$ cat src/rtl/tilemap_addr_gen.sv
// tilemap_addr_gen: screen position counters, CPU scroll/priority register bank
// and a time-sliced tilemap fetch sequencer feeding character-ROM addresses for
// NUM_LAYERS scroll layers. Each layer's tile is fetched one tile ahead of display.
module tilemap_addr_gen #(
  parameter int NUM_LAYERS    = 2,
  parameter int TILE_LOG2     = 3,
  parameter int MAP_COLS_LOG2 = 6,
  parameter int MAP_ROWS_LOG2 = 5,
  parameter int HSCROLL_W     = 9,
  parameter int VSCROLL_W     = 8,
  parameter int ATTR_W        = 2,
  localparam int LW   = (NUM_LAYERS > 2) ? $clog2(NUM_LAYERS) : 1,
  localparam int RA_W = LW + MAP_ROWS_LOG2 + MAP_COLS_LOG2 + 1,
  localparam int GA_W = ATTR_W + 8 + TILE_LOG2
) (
  input  logic                    CLK_6M,
  input  logic                    rst,
  input  logic                    nHSYNC,
  input  logic                    nVSYNC,
  input  logic                    FLIP,
  input  logic                    nLATCH,
  input  logic [LW+1:0]           CA,
  input  logic [7:0]              CD,
  output logic [RA_W-1:0]         RA,
  input  logic [7:0]              RD,
  output logic [GA_W-1:0]         GA,
  output logic [LW-1:0]           GA_LAYER,
  output logic                    GA_STB,
  output logic [NUM_LAYERS-1:0]   TILE_LOAD,
  output logic [3*NUM_LAYERS-1:0] PRI
);

  // Every layer needs two RAM slots plus one spare slot inside a single tile period.
  if (2 * NUM_LAYERS + 1 > (1 << TILE_LOG2)) begin : g_slot_check
    $fatal(1, "tilemap_addr_gen: 2*NUM_LAYERS+1 fetch slots do not fit in one tile");
  end

  localparam logic [HSCROLL_W-1:0] TILE_POS = HSCROLL_W'(1 << TILE_LOG2);
  localparam logic [HSCROLL_W-1:0] TILE_NEG = HSCROLL_W'(-(1 << TILE_LOG2));

  logic [HSCROLL_W-1:0]     hcount;
  logic [VSCROLL_W-1:0]     vcount;
  logic                     hsync_q;
  logic                     vsync_q;
  logic                     hfall;
  logic                     vfall;

  logic [HSCROLL_W-1:0]     hscroll [NUM_LAYERS];
  logic [VSCROLL_W-1:0]     vscroll [NUM_LAYERS];
  logic [LW-1:0]            wr_layer;

  logic [HSCROLL_W-1:0]     xs;
  logic [VSCROLL_W-1:0]     ys;
  logic [TILE_LOG2-1:0]     slot;
  logic [LW-1:0]            fetch_layer;
  logic                     fetch_byte;
  logic                     fetch_active;
  logic [HSCROLL_W-1:0]     hsel;
  logic [VSCROLL_W-1:0]     vsel;
  logic [HSCROLL_W-1:0]     look_x;
  logic [VSCROLL_W-1:0]     look_y;
  logic [MAP_COLS_LOG2-1:0] col;
  logic [MAP_ROWS_LOG2-1:0] row;
  logic [TILE_LOG2-1:0]     fine_y;
  logic [RA_W-1:0]          ra_next;
  logic [NUM_LAYERS-1:0]    tile_edge;

  logic                     pend_vld;
  logic                     pend_b;
  logic [LW-1:0]            pend_l;
  logic [TILE_LOG2-1:0]     pend_fy;
  logic [7:0]               index_q;

  assign hfall    = hsync_q & ~nHSYNC;
  assign vfall    = vsync_q & ~nVSYNC;
  assign wr_layer = CA[LW+1:2];

  // Pixel/line counters: HSYNC fall starts a new line, VSYNC fall restarts the frame.
  always_ff @(posedge CLK_6M or posedge rst) begin
    if (rst) begin
      hcount  <= '0;
      vcount  <= '0;
      hsync_q <= 1'b1;
      vsync_q <= 1'b1;
    end else begin
      hsync_q <= nHSYNC;
      vsync_q <= nVSYNC;
      if (hfall) begin
        hcount <= '0;
        vcount <= vcount + 1'b1;
      end else begin
        hcount <= hcount + 1'b1;
      end
      if (vfall) begin
        vcount <= '0;
      end
    end
  end

  // CPU register bank: scroll and priority per layer, written on every low nLATCH clock.
  always_ff @(posedge CLK_6M or posedge rst) begin
    if (rst) begin
      for (int l = 0; l < NUM_LAYERS; l++) begin
        hscroll[l] <= '0;
        vscroll[l] <= '0;
      end
      PRI <= '0;
    end else if (!nLATCH) begin
      for (int l = 0; l < NUM_LAYERS; l++) begin
        if (wr_layer == LW'(l)) begin
          case (CA[1:0])
            2'd0: hscroll[l][7:0] <= CD;
            2'd1: begin
              hscroll[l][8]  <= CD[0];
              PRI[3*l +: 3]  <= CD[3:1];
            end
            2'd2: vscroll[l] <= VSCROLL_W'(CD);
            default: ;
          endcase
        end
      end
    end
  end

  assign xs           = FLIP ? ~hcount : hcount;
  assign ys           = FLIP ? ~vcount : vcount;
  assign slot         = hcount[TILE_LOG2-1:0];
  assign fetch_layer  = LW'(slot >> 1);
  assign fetch_byte   = slot[0];
  assign fetch_active = (32'(slot) < 32'(2 * NUM_LAYERS)) && !hfall;

  // Pick the scroll registers of the layer owning the current fetch slot.
  always_comb begin
    hsel = '0;
    vsel = '0;
    for (int l = 0; l < NUM_LAYERS; l++) begin
      if (fetch_layer == LW'(l)) begin
        hsel = hscroll[l];
        vsel = vscroll[l];
      end
    end
  end

  assign look_x  = xs + hsel + (FLIP ? TILE_NEG : TILE_POS);
  assign look_y  = ys + vsel;
  assign col     = MAP_COLS_LOG2'(look_x >> TILE_LOG2);
  assign row     = MAP_ROWS_LOG2'(look_y >> TILE_LOG2);
  assign fine_y  = look_y[TILE_LOG2-1:0];
  assign ra_next = {fetch_layer, row, col, fetch_byte};

  // A layer crosses a tile boundary when its scrolled x has zero fine bits.
  always_comb begin
    tile_edge = '0;
    for (int l = 0; l < NUM_LAYERS; l++) begin
      tile_edge[l] = (xs[TILE_LOG2-1:0] + hscroll[l][TILE_LOG2-1:0]) == '0;
    end
  end

  // Fetch sequencer: issue RA, then one cycle later capture RD as index or emit GA.
  // A line restart drops whatever is in flight so a half-fetched layer never strobes.
  always_ff @(posedge CLK_6M or posedge rst) begin
    if (rst) begin
      RA        <= '0;
      GA        <= '0;
      GA_LAYER  <= '0;
      GA_STB    <= 1'b0;
      TILE_LOAD <= '0;
      pend_vld  <= 1'b0;
      pend_b    <= 1'b0;
      pend_l    <= '0;
      pend_fy   <= '0;
      index_q   <= '0;
    end else begin
      GA_STB    <= 1'b0;
      TILE_LOAD <= tile_edge;
      if (fetch_active) begin
        RA <= ra_next;
      end
      pend_vld <= fetch_active;
      pend_b   <= fetch_byte;
      pend_l   <= fetch_layer;
      pend_fy  <= fine_y;
      if (pend_vld && !hfall) begin
        if (!pend_b) begin
          index_q <= RD;
        end else begin
          GA       <= {RD[ATTR_W-1:0], index_q, pend_fy};
          GA_LAYER <= pend_l;
          GA_STB   <= 1'b1;
        end
      end
    end
  end

endmodule

$ cat config.mk
export PLATFORM = sky130hd
export DESIGN_NAME = tilemap_addr_gen
export DESIGN_NICKNAME = d
export VERILOG_FILES = /design/src/rtl/tilemap_addr_gen.sv
export SDC_FILE = /design/constraint.sdc
export NUM_CORES = 1
export LEC_CHECK = 0
export ABC_AREA = 1
export CORE_UTILIZATION = 48
export CTS_CLUSTER_SIZE = 25
export DETAILED_ROUTE_END_ITERATION = 6
export DONT_BUFFER_PORTS = 1
export HOLD_SLACK_MARGIN = 0.1
export PLACE_DENSITY = 0.74
export SYNTH_ARGS = -nofsm -noshare
export SYNTH_HDL_FRONTEND = slang
export SYNTH_SLANG_ARGS = --single-unit
$ cat constraint.sdc
create_clock -name CLK_6M -period 3.2 [get_ports CLK_6M]
set_input_delay 0.32 -clock CLK_6M [delete_from_list [all_inputs] [get_ports CLK_6M]]
set_output_delay 0.32 -clock CLK_6M [all_outputs]
set_load 0.005 [all_outputs]
==> flow_summary.json <==
{
  "synth_common_cells": "nand2_1 (193), dfrtp_1 (101), inv_1 (76), o21ai_0 (70), nand3_1 (28)",
  "dp_hpwl_um": 7280,
  "ir_worst_vdd_mv": 0.266,
  "place.gp.congestion": 0.854,
  "synth.most_common_cell": "nand2_1",
  "fp.dieH_um": 104,
  "min_period_ns": 2.48,
  "clk_latency_ns": 0.38,
  "yosysSeqAreaShare_pct": 51.3,
  "final_antenna_net_count": 0,
  "cts_sinks": 103,
  "cts_resized": 0,
  "drcViolationCount": 0,
  "grtUsageTotal_pct": 19.5,
  "syn_to_final_growth_pct": 7.58,
  "die_w_um": 104,
  "ctsHoldBuffers": 5,
  "ios": 61,
  "avgSynthCellArea_um2": 8.32,
  "worst_ep_required_time_ns": 3.48,
  "grt_pass1_vias": 3542,
  "fillers": 916,
  "clock_path_buffers": 2,
  "cts_setup_buffers": 0,
  "drive_gt1_share_pct": 5.03,
  "yosysUniqueCellTypes": 29,
  "worst_pin_slew_ns": 0.770,
  "critical_path_arrival_ns": 2.75,
  "cts.reportedPaths.clkPinSlew_ns": 0.10,
  "end_kind": "register",
  "fin_skew_ns": 0.0111,
  "cts-root-buf": "clkbuf_8",
  "netlist_top_cells_area": "dfrtp_1 (50%), nand2_1 (14%), o21ai_0 (7.0%), inv_1 (5.7%), ha_1 (5.0%)",
  "io_buffers": 0,
  "dieArea_um2": 10900,
  "power.density_nw_per_um2": 755,
  "cts-buffers-inserted": 9,
  "postSynthCellCount": 605,
  "setup_tns_ns": 0,
  "fin_crit_sh_pct": 77.4,
  "synth-seq-cells": 103,
  "core_area_um2": 10200,
  "antenna_found_initial": 0,
  "setup_viol": 0,
  "ys.flop_type": "dfrtp_1",
  "overflow": 0,
  "start_util_pct": 49.2,
  "wl_per_cell_um": 13.3,
  "firstDrtPassIters": 5,
  "dr.first_iter.drc_count": 348,
  "num_vias": 3825,
  "path_max_fanout": 16,
  "grt_max_degree": 65,
  "nets": 659,
  "viasPerCell": 5.09,
  "rsz0062_at_grt": "false",
  "finalPower_mw": 4.09,
  "rows": 37,
  "synth_edf_count": 0,
  "final_util_pct": 52.9,
  "crit_type": "reg2reg",
  "yosysTopAreaCell": "dfrtp_1",
  "hold_class": "in2reg",
  "hold_viol_final": 0,
  "synth_top_area_share_pct": 50.2,
  "synth_nets": 653,
  "drv_slew": 0,
  "outcome": "finished clean",
  "drv_cap": 0,
  "cp-start-kind": "register",
  "synthArstFlopShare_pct": 100,
  "wl_um": 9970,
  "max_clock_freq_mhz": 404,
  "rrSetupSlack_ns": 0.72,
  "relSlewSlack_pct": 48.7,
  "syn_area_um2": 5030,
  "ys_warn_count": 0,
  "antenna_cells": 0,
  "htree_levels": 3,
  "grt_pass1_wl_um": 16800,
  "cts_tree": "built",
  "whs_ns": 0.106,
  "power.leakage_nw": 2.84
}
metal layers:
layer	vias to the layer above	GRT usage, %	wire (um)
li1	1931	-	-
met1	1764	27.4	4880
met2	120	29.2	4250
met3	10	5.58	702
met4	0	6.12	134
met5	-	0	0
worst paths after layout:
| path | end | startpoint | cells after the start |
|---|---|---|---|
| worst max-delay path | RA[6] | hcount[1] | 13 |
| worst min-delay path | index_q[6] | RD[6] | 2 |
| max in group asynchronous | hsync_q | rst | 3 |
| worst min register to register | GA[0] | pend_fy[0] | 2 |
| worst max register to register | RA[6] | hcount[1] | 13 |
| min in group asynchronous | index_q[1] | rst | 2 |
registers in the layout, indices dropped and copies added, names as in the netlist, 2 cells and up:
register	flops
vscroll	16
PRI	6
index_q	8
GA	13
pend_fy	3
vcount	8
RA	13
hscroll	18
hcount	9
TILE_LOAD	2
cells by family (layout without fill, tap and decap cells):
family	after synthesis	in the layout	synth area share, %
AND/OR/NAND/NOR	264	264	21.1
flip-flops	103	103	51.3
AO/OA/AOI/OAI	99	99	10.2
buffers and inverters	93	104	7.11
adder cells (fa/ha/maj)	23	23	6.17
XOR/XNOR	21	21	3.80
multiplexers	2	2	0.423
power breakdown:
| part | leakage, nW | internal, mW | switching, mW |
|---|---|---|---|
| Clock | 0.0927 | 0.299 | 0.488 |
| Sequential | 1.28 | 1.68 | 0.289 |
| Combinational | 1.46 | 0.516 | 0.811 |
through the flow:
step	std cells	cell area (um^2)	worst slack, ns
finish	752	5410	0.723
global route	752	5410	0.373
CTS	752	5410	0.728
detailed placement	731	5180	0.739
global placement	731	5180	0.846
floorplan	605	5030	0.179
worst max-delay path, stage by stage, from the launching register on:
cell     delay (ns)
dfrtp_1        0.62
inv_1          0.33
nand2_1        0.17
nand3_1        0.09
o21ai_0        0.08
inv_1          0.06
ha_1           0.32
inv_1          0.08
o21ai_0        0.24
a31oi_1        0.14
nand2_1        0.09
nand2_1        0.05
nand3_1        0.06
nand2_1        0.05
area by class of cell:
type	instances	area, um^2	area share (%)
clock buffers	9	124	2.29
clock inverters	7	62.6	1.16
inverters	78	295	5.45
multi-input cells	409	2090	38.7
flip-flops and latches	103	2580	47.7
well taps	136	170	3.14
repair buffers	10	87.6	1.62
cells in the final DEF, fill, tap and decap left out, types with 9 or more instances in the layout:
cell      count
a21oi_1      19
clkbuf_8      9
dfrtp_1     101
ha_1         20
inv_1        75
nand2_1     193
nand3_1      28
nor2_1       27
o21ai_0      70
xor2_1       16
No activity file was read; power rests on OpenSTA's default activity.
==> patch (same settings) <==
`TILE_LOG2`: 3 -> 5.
--- a/src/rtl/tilemap_addr_gen.sv
+++ b/src/rtl/tilemap_addr_gen.sv
@@ -3,7 +3,7 @@
 // NUM_LAYERS scroll layers. Each layer's tile is fetched one tile ahead of display.
 module tilemap_addr_gen #(
   parameter int NUM_LAYERS    = 2,
-  parameter int TILE_LOG2     = 3,
+  parameter int TILE_LOG2     = 5,
   parameter int MAP_COLS_LOG2 = 6,
   parameter int MAP_ROWS_LOG2 = 5,
   parameter int HSCROLL_W     = 9,
Interface: changed (resized GA); port bits go from 61 to 63. The function was not compared with the original's and may differ.
==> patch against the original RTL <==
  * Utilization grew 0.84 points
  * Via count grew 4.9%
  * Critical path type unchanged
  * Synthesized area grew 5.1%
  * Clock power shrank 6.1%
  * Sequential share of layout area shrank 2.0 points
  * Largest cell class unchanged
  * Wire length grew 8.8%
  * Worst setup slack gained 0.10 ns
  * Sequential cell count is the same
  * Final area grew 4.3%
  * Power grew 5.1%
  * Highest routed layer unchanged
==> patch: results <==
{
  "drt_first_iter_violations": 234,
  "post_place_cells": 758,
  "vdd.ir_drop.worst_mv": 0.3525,
  "grt_start_max_net_pins": 69,
  "pre_cts_ws_ns": 0.8355,
  "ff2ff_setup_slack_ns": 0.82,
  "worst_clock_skew_ns": 0.01273,
  "drt_pass1_iterations": 4,
  "grt_pass1_wl_mm": 18.42,
  "grt_usage": 0.2062,
  "top_regs": "hscroll: 18 flops, vscroll: 16 flops, GA: 15 flops",
  "synth_cell_type_count": 35,
  "r2r.worst_path.cells": 12,
  "detail_route.wl_per_cell_um": 13.88,
  "synth-seq-area-share": 0.4879,
  "rr_endpoint": "RA[2]",
  "synth_cells": 632,
  "postRouteWirelength_mm": 10.84,
  "cts.hold.buffers_added": 6,
  "slew-limit-headroom": 0.4457,
  "synth_common_cells": "sky130_fd_sc_hd__nand2_1 (195), sky130_fd_sc_hd__dfrtp_1 (101), sky130_fd_sc_hd__inv_1 (65)",
  "status": "finished clean",
  "p_leak_uw": 0.002934,
  "timing.fmax_mhz": 420.9,
  "routed_via_density": 5.138,
  "wp_data_arrival_ns": 2.68,
  "postRouteAntennaNets": 0
}
## patch: where the power goes
part,internal [uW],switching (uW),total (uW)
combinational,612,977,1590
sequential,1680,285,1970
clock,286,453,739
total,2580,1710,4290
## patch: logic make-up after synthesis
| group | share of synthesized area |
|---|---|
| AO/OA/AOI/OAI | 0.1022 |
| XOR/XNOR | 0.03952 |
| adder cells (fa/ha/maj) | 0.08235 |
| buffers and inverters | 0.07288 |
| flip-flops | 0.4879 |
| multiplexers | 0.001893 |
| other | 0.0007092 |
| AND/OR/NAND/NOR | 0.2125 |
## patch: area by class of cell
| class | count | area, um2 |
|---|---|---|
| tap | 136 | 170.2 |
| multi-input combinational | 437 | 2333 |
| inverter | 78 | 295.3 |
| clock buffer | 10 | 127.6 |
| timing repair buffer | 11 | 100.1 |
| clock inverter | 6 | 42.54 |
| sequential | 103 | 2580 |
| fill | 965 | 4860 |
## patch: routing by layer
layer / wire [um] / GRT usage
met1: 4955 / 0.2605
met2: 5008 / 0.3364
met3: 661 / 0.05532
met4: 217 / 0.08219
met5: 0 / 0
## patch: how the worst max path moves through the flow
stage / from / to / slack [ns] / cells past startpoint
CTS: hcount[1] / RA[4] / 0.81 / 13
global route: hcount[1] / RA[4] / 0.58 / 13
finish: hcount[1] / RA[2] / 0.82 / 12
floorplan: rst / GA[0] / 0.18 / 1
detailed placement: hcount[1] / RA[4] / 0.84 / 13
global placement: hcount[1] / RA[2] / 0.93 / 11
## patch: through the flow
| step | hold WS, ns | instance area [um2] |
|---|---|---|
| floorplan | 0.3245 | 5299 |
| global placement | 0.3247 | 5409 |
| detailed placement | 0.3246 | 5409 |
| CTS | 0.1042 | 5639 |
| global route | 0.1130 | 5649 |
| finish | 0.1126 | 5649 |
